## config.mk

```make
export PLATFORM = sky130hd
export DESIGN_NAME = core_mc
export DESIGN_NICKNAME = d
export VERILOG_FILES = /design/src/rtl/core_mc.sv
export SDC_FILE = /design/constraint.sdc
export NUM_CORES = 1
export LEC_CHECK = 0
export CORE_UTILIZATION = 45
export DETAILED_ROUTE_END_ITERATION = 8
export HOLD_SLACK_MARGIN = 0.15
export MAX_ROUTING_LAYER = met4
export PLACE_DENSITY_LB_ADDON = 0.2
export SLEW_MARGIN = 40
export SYNTH_ARGS = -nofsm -noshare
export SYNTH_HDL_FRONTEND = slang
export SYNTH_SLANG_ARGS = --single-unit
```

## constraint.sdc

```tcl
create_clock -name clk -period 10 [get_ports clk]
set_input_delay 2 -clock clk [delete_from_list [all_inputs] [get_ports clk]]
set_output_delay 2 -clock clk [all_outputs]
set_load 0.02 [all_outputs]
```

## src/rtl/core_mc.sv

```systemverilog
// core_mc: multi-cycle 16-bit fetch/decode/execute core with a req/ready port
// to a unified instruction/data memory.
module core_mc #(
  parameter int          ADDR_W   = 24,
  parameter int          NUM_REGS = 16,
  parameter logic [23:0] RESET_PC = 24'h2800
) (
  input  logic              clk,
  input  logic              rst,
  input  logic [15:0]       mem_rdata,
  input  logic              mem_ready,
  output logic              mem_req,
  output logic [ADDR_W-1:0] mem_addr,
  output logic              mem_we,
  output logic [15:0]       mem_wdata,
  output logic              halted,
  output logic              illegal_op
);
  localparam int RW = $clog2(NUM_REGS);
  localparam logic [ADDR_W-1:0] PC_INIT = ADDR_W'(RESET_PC);
  localparam logic [ADDR_W-1:0] PC_ONE  = ADDR_W'(1);

  localparam logic [5:0] OP_AND   = 6'b000000;
  localparam logic [5:0] OP_OR    = 6'b000001;
  localparam logic [5:0] OP_NOT   = 6'b000010;
  localparam logic [5:0] OP_XOR   = 6'b000011;
  localparam logic [5:0] OP_ADDU  = 6'b000100;
  localparam logic [5:0] OP_SUBU  = 6'b000110;
  localparam logic [5:0] OP_CMP   = 6'b000111;
  localparam logic [5:0] OP_JMP   = 6'b100000;
  localparam logic [5:0] OP_BEQ   = 6'b100001;
  localparam logic [5:0] OP_LOAD  = 6'b100100;
  localparam logic [5:0] OP_MOVI  = 6'b101000;
  localparam logic [5:0] OP_STORE = 6'b101100;
  localparam logic [5:0] OP_HALT  = 6'b111111;

  typedef enum logic [2:0] {
    S_FETCH, S_DECODE, S_FETCH_IMM, S_EXEC, S_MEM, S_HALT
  } state_t;

  state_t            state_reg, state_next;
  logic              live_reg;
  logic [ADDR_W-1:0] pc_reg;
  logic [5:0]        op_reg;
  logic [RW-1:0]     rd_reg, rs_reg;
  logic [15:0]       imm_reg;
  logic              z_reg, c_reg;
  logic [15:0]       regs [NUM_REGS];

  logic        one_word, two_word, is_halt;
  logic [15:0] rd_val, rs_val, alu_res;
  logic [16:0] sum_w, diff_w;
  logic        alu_wr, flag_wr, alu_c;

  assign rd_val = regs[rd_reg];
  assign rs_val = regs[rs_reg];
  assign sum_w  = {1'b0, rd_val} + {1'b0, rs_val};
  assign diff_w = {1'b0, rd_val} - {1'b0, rs_val};
  assign halted = (state_reg == S_HALT);

  always_comb begin
    one_word = 1'b0;
    two_word = 1'b0;
    is_halt  = 1'b0;
    case (op_reg)
      OP_AND, OP_OR, OP_NOT, OP_XOR, OP_ADDU, OP_SUBU, OP_CMP: one_word = 1'b1;
      OP_JMP, OP_BEQ, OP_LOAD, OP_MOVI, OP_STORE:              two_word = 1'b1;
      OP_HALT:                                                 is_halt  = 1'b1;
      default: ;
    endcase
  end

  // Bit 16 of diff_w is the borrow out of the 16-bit subtraction.
  always_comb begin
    alu_res = '0;
    alu_c   = 1'b0;
    alu_wr  = 1'b0;
    flag_wr = 1'b0;
    case (op_reg)
      OP_AND:  begin alu_res = rd_val & rs_val; alu_wr = 1'b1; end
      OP_OR:   begin alu_res = rd_val | rs_val; alu_wr = 1'b1; end
      OP_NOT:  begin alu_res = ~rs_val;         alu_wr = 1'b1; end
      OP_XOR:  begin alu_res = rd_val ^ rs_val; alu_wr = 1'b1; end
      OP_ADDU: begin
        alu_res = sum_w[15:0]; alu_c = sum_w[16]; alu_wr = 1'b1; flag_wr = 1'b1;
      end
      OP_SUBU: begin
        alu_res = diff_w[15:0]; alu_c = diff_w[16]; alu_wr = 1'b1; flag_wr = 1'b1;
      end
      OP_CMP:  begin alu_res = diff_w[15:0]; alu_c = diff_w[16]; flag_wr = 1'b1; end
      OP_MOVI: begin alu_res = imm_reg; alu_wr = 1'b1; end
      default: ;
    endcase
  end

  // live_reg holds the bus idle for the first cycle after reset so that the
  // reset state presents mem_req=0 and mem_addr=0 even though state is FETCH.
  always_comb begin
    state_next = state_reg;
    mem_req    = 1'b0;
    mem_we     = 1'b0;
    mem_addr   = '0;
    mem_wdata  = '0;
    illegal_op = 1'b0;
    case (state_reg)
      S_FETCH: begin
        if (live_reg) begin
          mem_req  = 1'b1;
          mem_addr = pc_reg;
          if (mem_ready) state_next = S_DECODE;
        end
      end
      S_DECODE: begin
        if (one_word)      state_next = S_EXEC;
        else if (two_word) state_next = S_FETCH_IMM;
        else if (is_halt)  state_next = S_HALT;
        else begin
          illegal_op = 1'b1;
          state_next = S_FETCH;
        end
      end
      S_FETCH_IMM: begin
        mem_req  = 1'b1;
        mem_addr = pc_reg;
        if (mem_ready) state_next = S_EXEC;
      end
      S_EXEC: begin
        state_next = (op_reg == OP_LOAD || op_reg == OP_STORE) ? S_MEM : S_FETCH;
      end
      S_MEM: begin
        mem_req  = 1'b1;
        mem_addr = ADDR_W'(imm_reg);
        if (op_reg == OP_STORE) begin
          mem_we    = 1'b1;
          mem_wdata = rd_val;
        end
        if (mem_ready) state_next = S_FETCH;
      end
      S_HALT: ;
      default: state_next = S_FETCH;
    endcase
  end

  always_ff @(posedge clk or posedge rst) begin
    if (rst) begin
      state_reg <= S_FETCH;
      live_reg  <= 1'b0;
    end else begin
      state_reg <= state_next;
      live_reg  <= 1'b1;
    end
  end

  always_ff @(posedge clk or posedge rst) begin
    if (rst) begin
      pc_reg  <= PC_INIT;
      op_reg  <= '0;
      rd_reg  <= '0;
      rs_reg  <= '0;
      imm_reg <= '0;
      z_reg   <= 1'b0;
      c_reg   <= 1'b0;
      for (int i = 0; i < NUM_REGS; i++) regs[i] <= '0;
    end else begin
      case (state_reg)
        S_FETCH: begin
          if (live_reg && mem_ready) begin
            op_reg <= mem_rdata[15:10];
            rd_reg <= mem_rdata[5 +: RW];
            rs_reg <= mem_rdata[0 +: RW];
            pc_reg <= pc_reg + PC_ONE;
          end
        end
        S_FETCH_IMM: begin
          if (mem_ready) begin
            imm_reg <= mem_rdata;
            pc_reg  <= pc_reg + PC_ONE;
          end
        end
        S_EXEC: begin
          if (alu_wr) regs[rd_reg] <= alu_res;
          if (flag_wr) begin
            z_reg <= (alu_res == 16'h0000);
            c_reg <= alu_c;
          end
          if (op_reg == OP_JMP || (op_reg == OP_BEQ && z_reg))
            pc_reg <= ADDR_W'(imm_reg);
        end
        S_MEM: begin
          if (mem_ready && op_reg == OP_LOAD) regs[rd_reg] <= mem_rdata;
        end
        default: ;
      endcase
    end
  end
endmodule

```

After elaboration in Yosys (flattened, before gate mapping). Cells that the tools add are included.

Register bits after elaboration: 315. Input port bits: 19. Output and inout port bits: 44. Word-level logic and storage cells: 129.

$add $sub $neg: 3. Order comparisons: 3. Equality and inequality tests: 25. Multiplexer cells: 44. Bitwise logic cells: 7. Reduce and logical (&&, ||, !) cells: 23.

Operator list (number): $bwmux W256 (2); $mux W256 (2); $pmux W256 S2 (1); $pmux W24 S3 (2); $bmux W16 S4 (2); $mux W16 (7); $pmux W16 S7 (1); $mux W24 (4); $demux W16 S4 (1); $eq A6 B6 Y1 const B (6); $add A24 B1 Y24 const B (1); $mux W3 (8); $eq A6 B3 Y1 const B (3); $pmux W3 S6 (1); $add A16 B16 Y16 (1); $and A16 B16 Y16 (1); $logic_not A16 Y1 (1); $ne A2 B2 Y1 const B (8); $not A16 Y16 (1); $or A16 B16 Y16 (1); $sub A16 B16 Y16 (1); $xor A16 B16 Y16 (1); $reduce_or A7 Y1 (2); $eq A6 B2 Y1 const B (2); other kinds (23) (45).

Depth between registers and ports, before layout.
Depth after elaboration: 9. Mapped depth: 23. Mapped depth without buffers: 18.

Worst setup path after synthesis. Ideal clock, no wire load.

Path kind: register to register. From: reg rs_reg[0]. To: reg regs[110] in the netlist's numbering. Setup time: 134 ps. Arrival time: 5145 ps. Required time: 9866 ps. Setup slack: 4721 ps. Stages on the path, launching flop included: 20. Buffers on the path: 4. Period minus slack after synthesis: 5279 ps. Path through: dfrtp_1 > buf_6 > buf_6 > buf_2 > mux4_2 > mux4_2 > or4_1 > nand2_1 > xnor2_1 > ha_1 > or4_1 > o2111a_1 > a21oi_1 > o31ai_1 > xor2_1 > a221oi_1 > nand2_1 > o21ai_0 > clkbuf_1 > o21ai_0.

Longest elaborated chain between the ends: 9. Elaborated cells on any way between the ends: 14. Classes of those cells: add/sub: 2; mux: 7; bitwise: 5.

RTL lines: start: declaration (line 45) `logic [RW-1:0] rd_reg, rs_reg;`; start signal: assignment (line 170) `rs_reg <= mem_rdata[0 +: RW];`; $not A4 Y5 (implied by the code) * (line 56) `assign rs_val = regs[rs_reg];`; $bmux W16 S4 * (line 56); $mux W16 (implied by the code) * (2 in a row) (line 56); $sub A16 B16 Y16, or another cell as far along (line 58) `assign diff_w = {1'b0, rd_val} - {1'b0, rs_val};`; $pmux W16 S7 * (line 79) `case (op_reg)`; $bwmux W256 * (line 181) `if (alu_wr) regs[rd_reg] <= alu_res;`; $mux W256 * (line 181); $pmux W256 S2 * (line 165) `case (state_reg)`; end signal: indexed assignment (line 181); end signal: indexed assignment (line 190) `if (mem_ready && op_reg == OP_LOAD) regs[rd_reg] <= mem_rdata;`; end: declaration (line 48) `logic [15:0] regs [NUM_REGS];`.

Every way passes the cells marked *; elsewhere a longest branch is shown, timed or not. The select of a mux whose other input is x is not followed. A chain may end at the register's enable or synchronous reset.

Worst setup path after layout.
From: reg rs_reg[0]. To: reg regs[47] in the netlist's numbering.

Same word-level chain as after synthesis.

==> load_flow_metrics.sql <==
INSERT INTO impl_metrics (metric_group, metric, value, unit) VALUES
('cts', 'max-clock-path-buffers', '3', ''),
('die', 'die-width', '208', 'µm'),
('worst_setup_path', 'critPathCaptureType', 'flip-flop', ''),
('sta', 'count_of_final_hold_check_violations', '0', ''),
('sta', 'clock_tree_skew_after_final_layout', '22.2', 'ps'),
('global_route', 'wire_length_of_the_first_global_routing_pass', '88.0', 'mm'),
('worst_setup_path', 'cp_data_arrival_time', '6710', 'ps'),
('cts', 'postCtsHoldBufs', '0', ''),
('yosys', 'synth.lib_cells_used.distinct', '69', ''),
('cts', 'cts_htree_levels', '2', ''),
('die', 'design.portCount', '63', ''),
('min_path', 'min-delay-start', 'regs[212]', ''),
('layout', 'layout-drive-gt1-share', '0.272', ''),
('global_route', 'number_of_antenna_violations_at_the_first_check_in_global_routing', '0', ''),
('sta', 'rsz0062_at_grt', 'no', ''),
('min_path', 'hold_path_class', 'reg2reg', ''),
('layout', 'synthToLayoutAreaGrowth', '12.6', '%'),
('die', 'design.core.area', '41900', 'µm²'),
('layout', 'finish.net_count', '1746', ''),
('layout', 'largest_register_ff_count', '256', ''),
('yosys', 'synth_area_leader_cell', 'sky130_fd_sc_hd__dfrtp_1', ''),
('global_route', 'grt_start_max_net_pins', '106', ''),
('layout', 'multi_input_combinational_cell_area', '10500', 'µm²'),
('power', 'leakagePower', '0.00926', 'µW'),
('yosys', 'synth-seq-cells', '315', ''),
('die', 'floorplan.initialDensity', '0.456', ''),
('detailed_routing', 'route.detailed.drc', '0', ''),
('sta', 'setup_total_negative_slack', '0', 'ps'),
('yosys', 'syn_area_per_cell', '11.4', 'µm²'),
('worst_setup_path', 'worstSetupStartpoint', 'rs_reg[0]', ''),
('yosys', 'register_area_share_after_synthesis', '0.413', ''),
('status', 'run_status', 'finished, final reports clean', ''),
('die', 'die_height', '208', 'µm'),
('yosys', 'cell_area_after_technology_mapping', '19100', 'µm²'),
('sta', 'max-slew-margin-rel', '0.410', ''),
('detailed_routing', 'avgRoutedWirePerCell', '25.4', 'µm'),
('global_route', 'via_count_of_the_first_global_routing_pass', '14000', ''),
('cts', 'post_cts_resized', '0', ''),
('yosys', 'synth.top_cell.area_share', '0.411', ''),
('worst_setup_path', 'timing_worst_setup_path_type', 'reg2reg', ''),
('layout', 'register_cell_area_after_layout', '7900', 'µm²'),
('detailed_routing', 'vias_per_cell', '6.29', ''),
('yosys', 'synth_top_cells_by_count', 'sky130_fd_sc_hd__dfrtp_1 (313), sky130_fd_sc_hd__nand2_1 (181), sky130_fd_sc_hd__mux2_2 (167)', ''),
('place', 'placedInstanceArea', '20300', 'µm²'),
('cts', 'clk_root_buf', 'sky130_fd_sc_hd__clkbuf_16', ''),
('cts', 'clk_pin_slew', '60', 'ps'),
('place', 'dp_hpwl', '38.3', 'mm'),
('power', 'ir_drop', '0.0000980', 'V'),
('yosys', 'ys.warnings.count', '0', ''),
('cts', 'clk_latency', '560', 'ps'),
('sta', 'final_period_minus_worst_setup_slack', '6230', 'ps'),
('place', 'routabilityCongestion', '0.933', ''),
('worst_setup_path', 'critPathLaunchType', 'flip-flop', ''),
('detailed_routing', 'drt_iter0_drc', '1199', ''),
('detailed_routing', 'antenna_violating_nets_post_route', '0', ''),
('job', 'maxCapViolations', '0', ''),
('place', 'port-buffer-count', '62', ''),
('die', 'rows', '75', ''),
('detailed_routing', 'wirelength', '56.8', 'mm'),
('sta', 'finalSetupViolCount', '0', ''),
('yosys', 'ys_dominant_reg_cell', 'sky130_fd_sc_hd__dfrtp_1', ''),
('layout', 'fillers', '3706', ''),
('power', 'powerDensity', '123', 'nW/µm²'),
('detailed_routing', 'num_vias', '14100', ''),
('sta', 'report.final.slew_viol_count', '0', ''),
('yosys', 'synth-edff-count', '0', ''),
('sta', 'share_of_the_cycle_needed_by_the_critical_path_after_routing', '0.623', ''),
('yosys', 'synth_cells', '1666', ''),
('cts', 'post-cts-setup-buffers', '0', ''),
('cts', 'clkSinkCount', '315', ''),
('yosys', 'synth.top_cells.by_area', 'sky130_fd_sc_hd__dfrtp_1 (41%), sky130_fd_sc_hd__mux4_2 (18%), sky130_fd_sc_hd__mux2_2 (9.9%), sky130_fd_sc_hd__o21ai_0 (3.7%), sky130_fd_sc_hd__nand2_1 (3.6%)', '');
-- worst max-delay path, stage by stage (launching register included) --
cell,delay (ps)
sky130_fd_sc_hd__dfrtp_4,700
sky130_fd_sc_hd__buf_4,420
sky130_fd_sc_hd__buf_12,280
sky130_fd_sc_hd__mux4_2,550
sky130_fd_sc_hd__a22o_1,270
sky130_fd_sc_hd__a221oi_4,370
sky130_fd_sc_hd__inv_2,120
sky130_fd_sc_hd__or4_4,550
sky130_fd_sc_hd__or4_4,450
sky130_fd_sc_hd__o21ai_0,250
sky130_fd_sc_hd__xnor2_1,100
sky130_fd_sc_hd__ha_1,360
sky130_fd_sc_hd__a21oi_1,200
sky130_fd_sc_hd__nand2_1,100
sky130_fd_sc_hd__o21ai_0,240
sky130_fd_sc_hd__nand2_1,80
sky130_fd_sc_hd__mux2_4,280
sky130_fd_sc_hd__a31oi_4,500
sky130_fd_sc_hd__mux2_2,270
-- final cells by class --
type	instances	share of cell area
Tap cell	539	0.0314
Clock inverter	10	0.00536
Inverter	70	0.0124
Multi-Input combinational cell	1148	0.487
Sequential cell	315	0.368
Clock buffer	53	0.0491
Timing Repair Buffer	105	0.0468
-- cells by family after synthesis --
logic type	after synthesis	synth area share
buffers and inverters	203	0.0419
other	1	0.000197
XOR/XNOR	24	0.0110
AO/OA/AOI/OAI	328	0.110
multiplexers	352	0.294
AND/OR/NAND/NOR	392	0.0948
adder cells (fa/ha/maj)	51	0.0339
flip-flops	315	0.413
-- cell usage in the layout, fill, tap and decap left out, drive strengths merged, types with 3 or more instances in the layout --
cell type      count
dfrtp            313
nand2            181
mux2             168
mux4             150
o21ai            142
nor2              75
inv               70
clkdlybuf4s50     62
a21oi             55
clkbuf            53
ha                50
buf               43
mux2i             34
a22o              23
nand3             21
nor3              21
a22oi             19
xnor2             17
a221oi            16
nor2b             15
and2              14
and3              12
o22ai             11
a211oi            10
or3               10
nand2b             8
o211ai             8
o21a               7
xor2               7
o31ai              7
clkinv             7
nor4               6
or4                6
or2                5
o221ai             4
nand3b             4
a21o               4
nand4              4
a31oi              3
and3b              3
-- per-stage QoR --
stage / util / power, µW / setup WS [ps] / cells / hold slack [ps]
floorplan: - / 1320 / 3800 / 1666 / 461
global placement: 0.482 / 1340 / 3300 / 2174 / 474
detailed placement: 0.485 / 1340 / 3770 / 2177 / 485
CTS: 0.513 / 2670 / 3760 / 2240 / 503
global route: 0.513 / 2720 / 3390 / 2240 / 517
finish: 0.513 / 2640 / 3770 / 2240 / 500
-- metal layers --
metal / GRT usage / vias to the layer above / wire (µm)
met5: - / - / 0
met4: 0.0685 / 0 / 1070
met3: 0.0410 / 71 / 3260
met2: 0.444 / 460 / 27500
met1: 0.370 / 7357 / 24900
li1: - / 6204 / -
-- power breakdown --
| group | switching [µW] | internal (µW) |
|---|---|---|
| combinational | 31.6 | 9.21 |
| sequential | 0.0918 | 1280 |
| clock | 542 | 783 |
| total | 573 | 2070 |
-- path summary, 6_finish.rpt --
check                                    end  slack, ps  depth (start not counted)
worst max-delay path                regs[47]       3770                         18
worst min-delay path               regs[212]        500                          2
worst max register to register      regs[47]       3770                         18
worst min register to register     regs[212]        500                          2
max in group asynchronous          regs[190]       6300                          4
min in group asynchronous       state_reg[1]       1900                          2
Power figures use the tool's default switching activity.
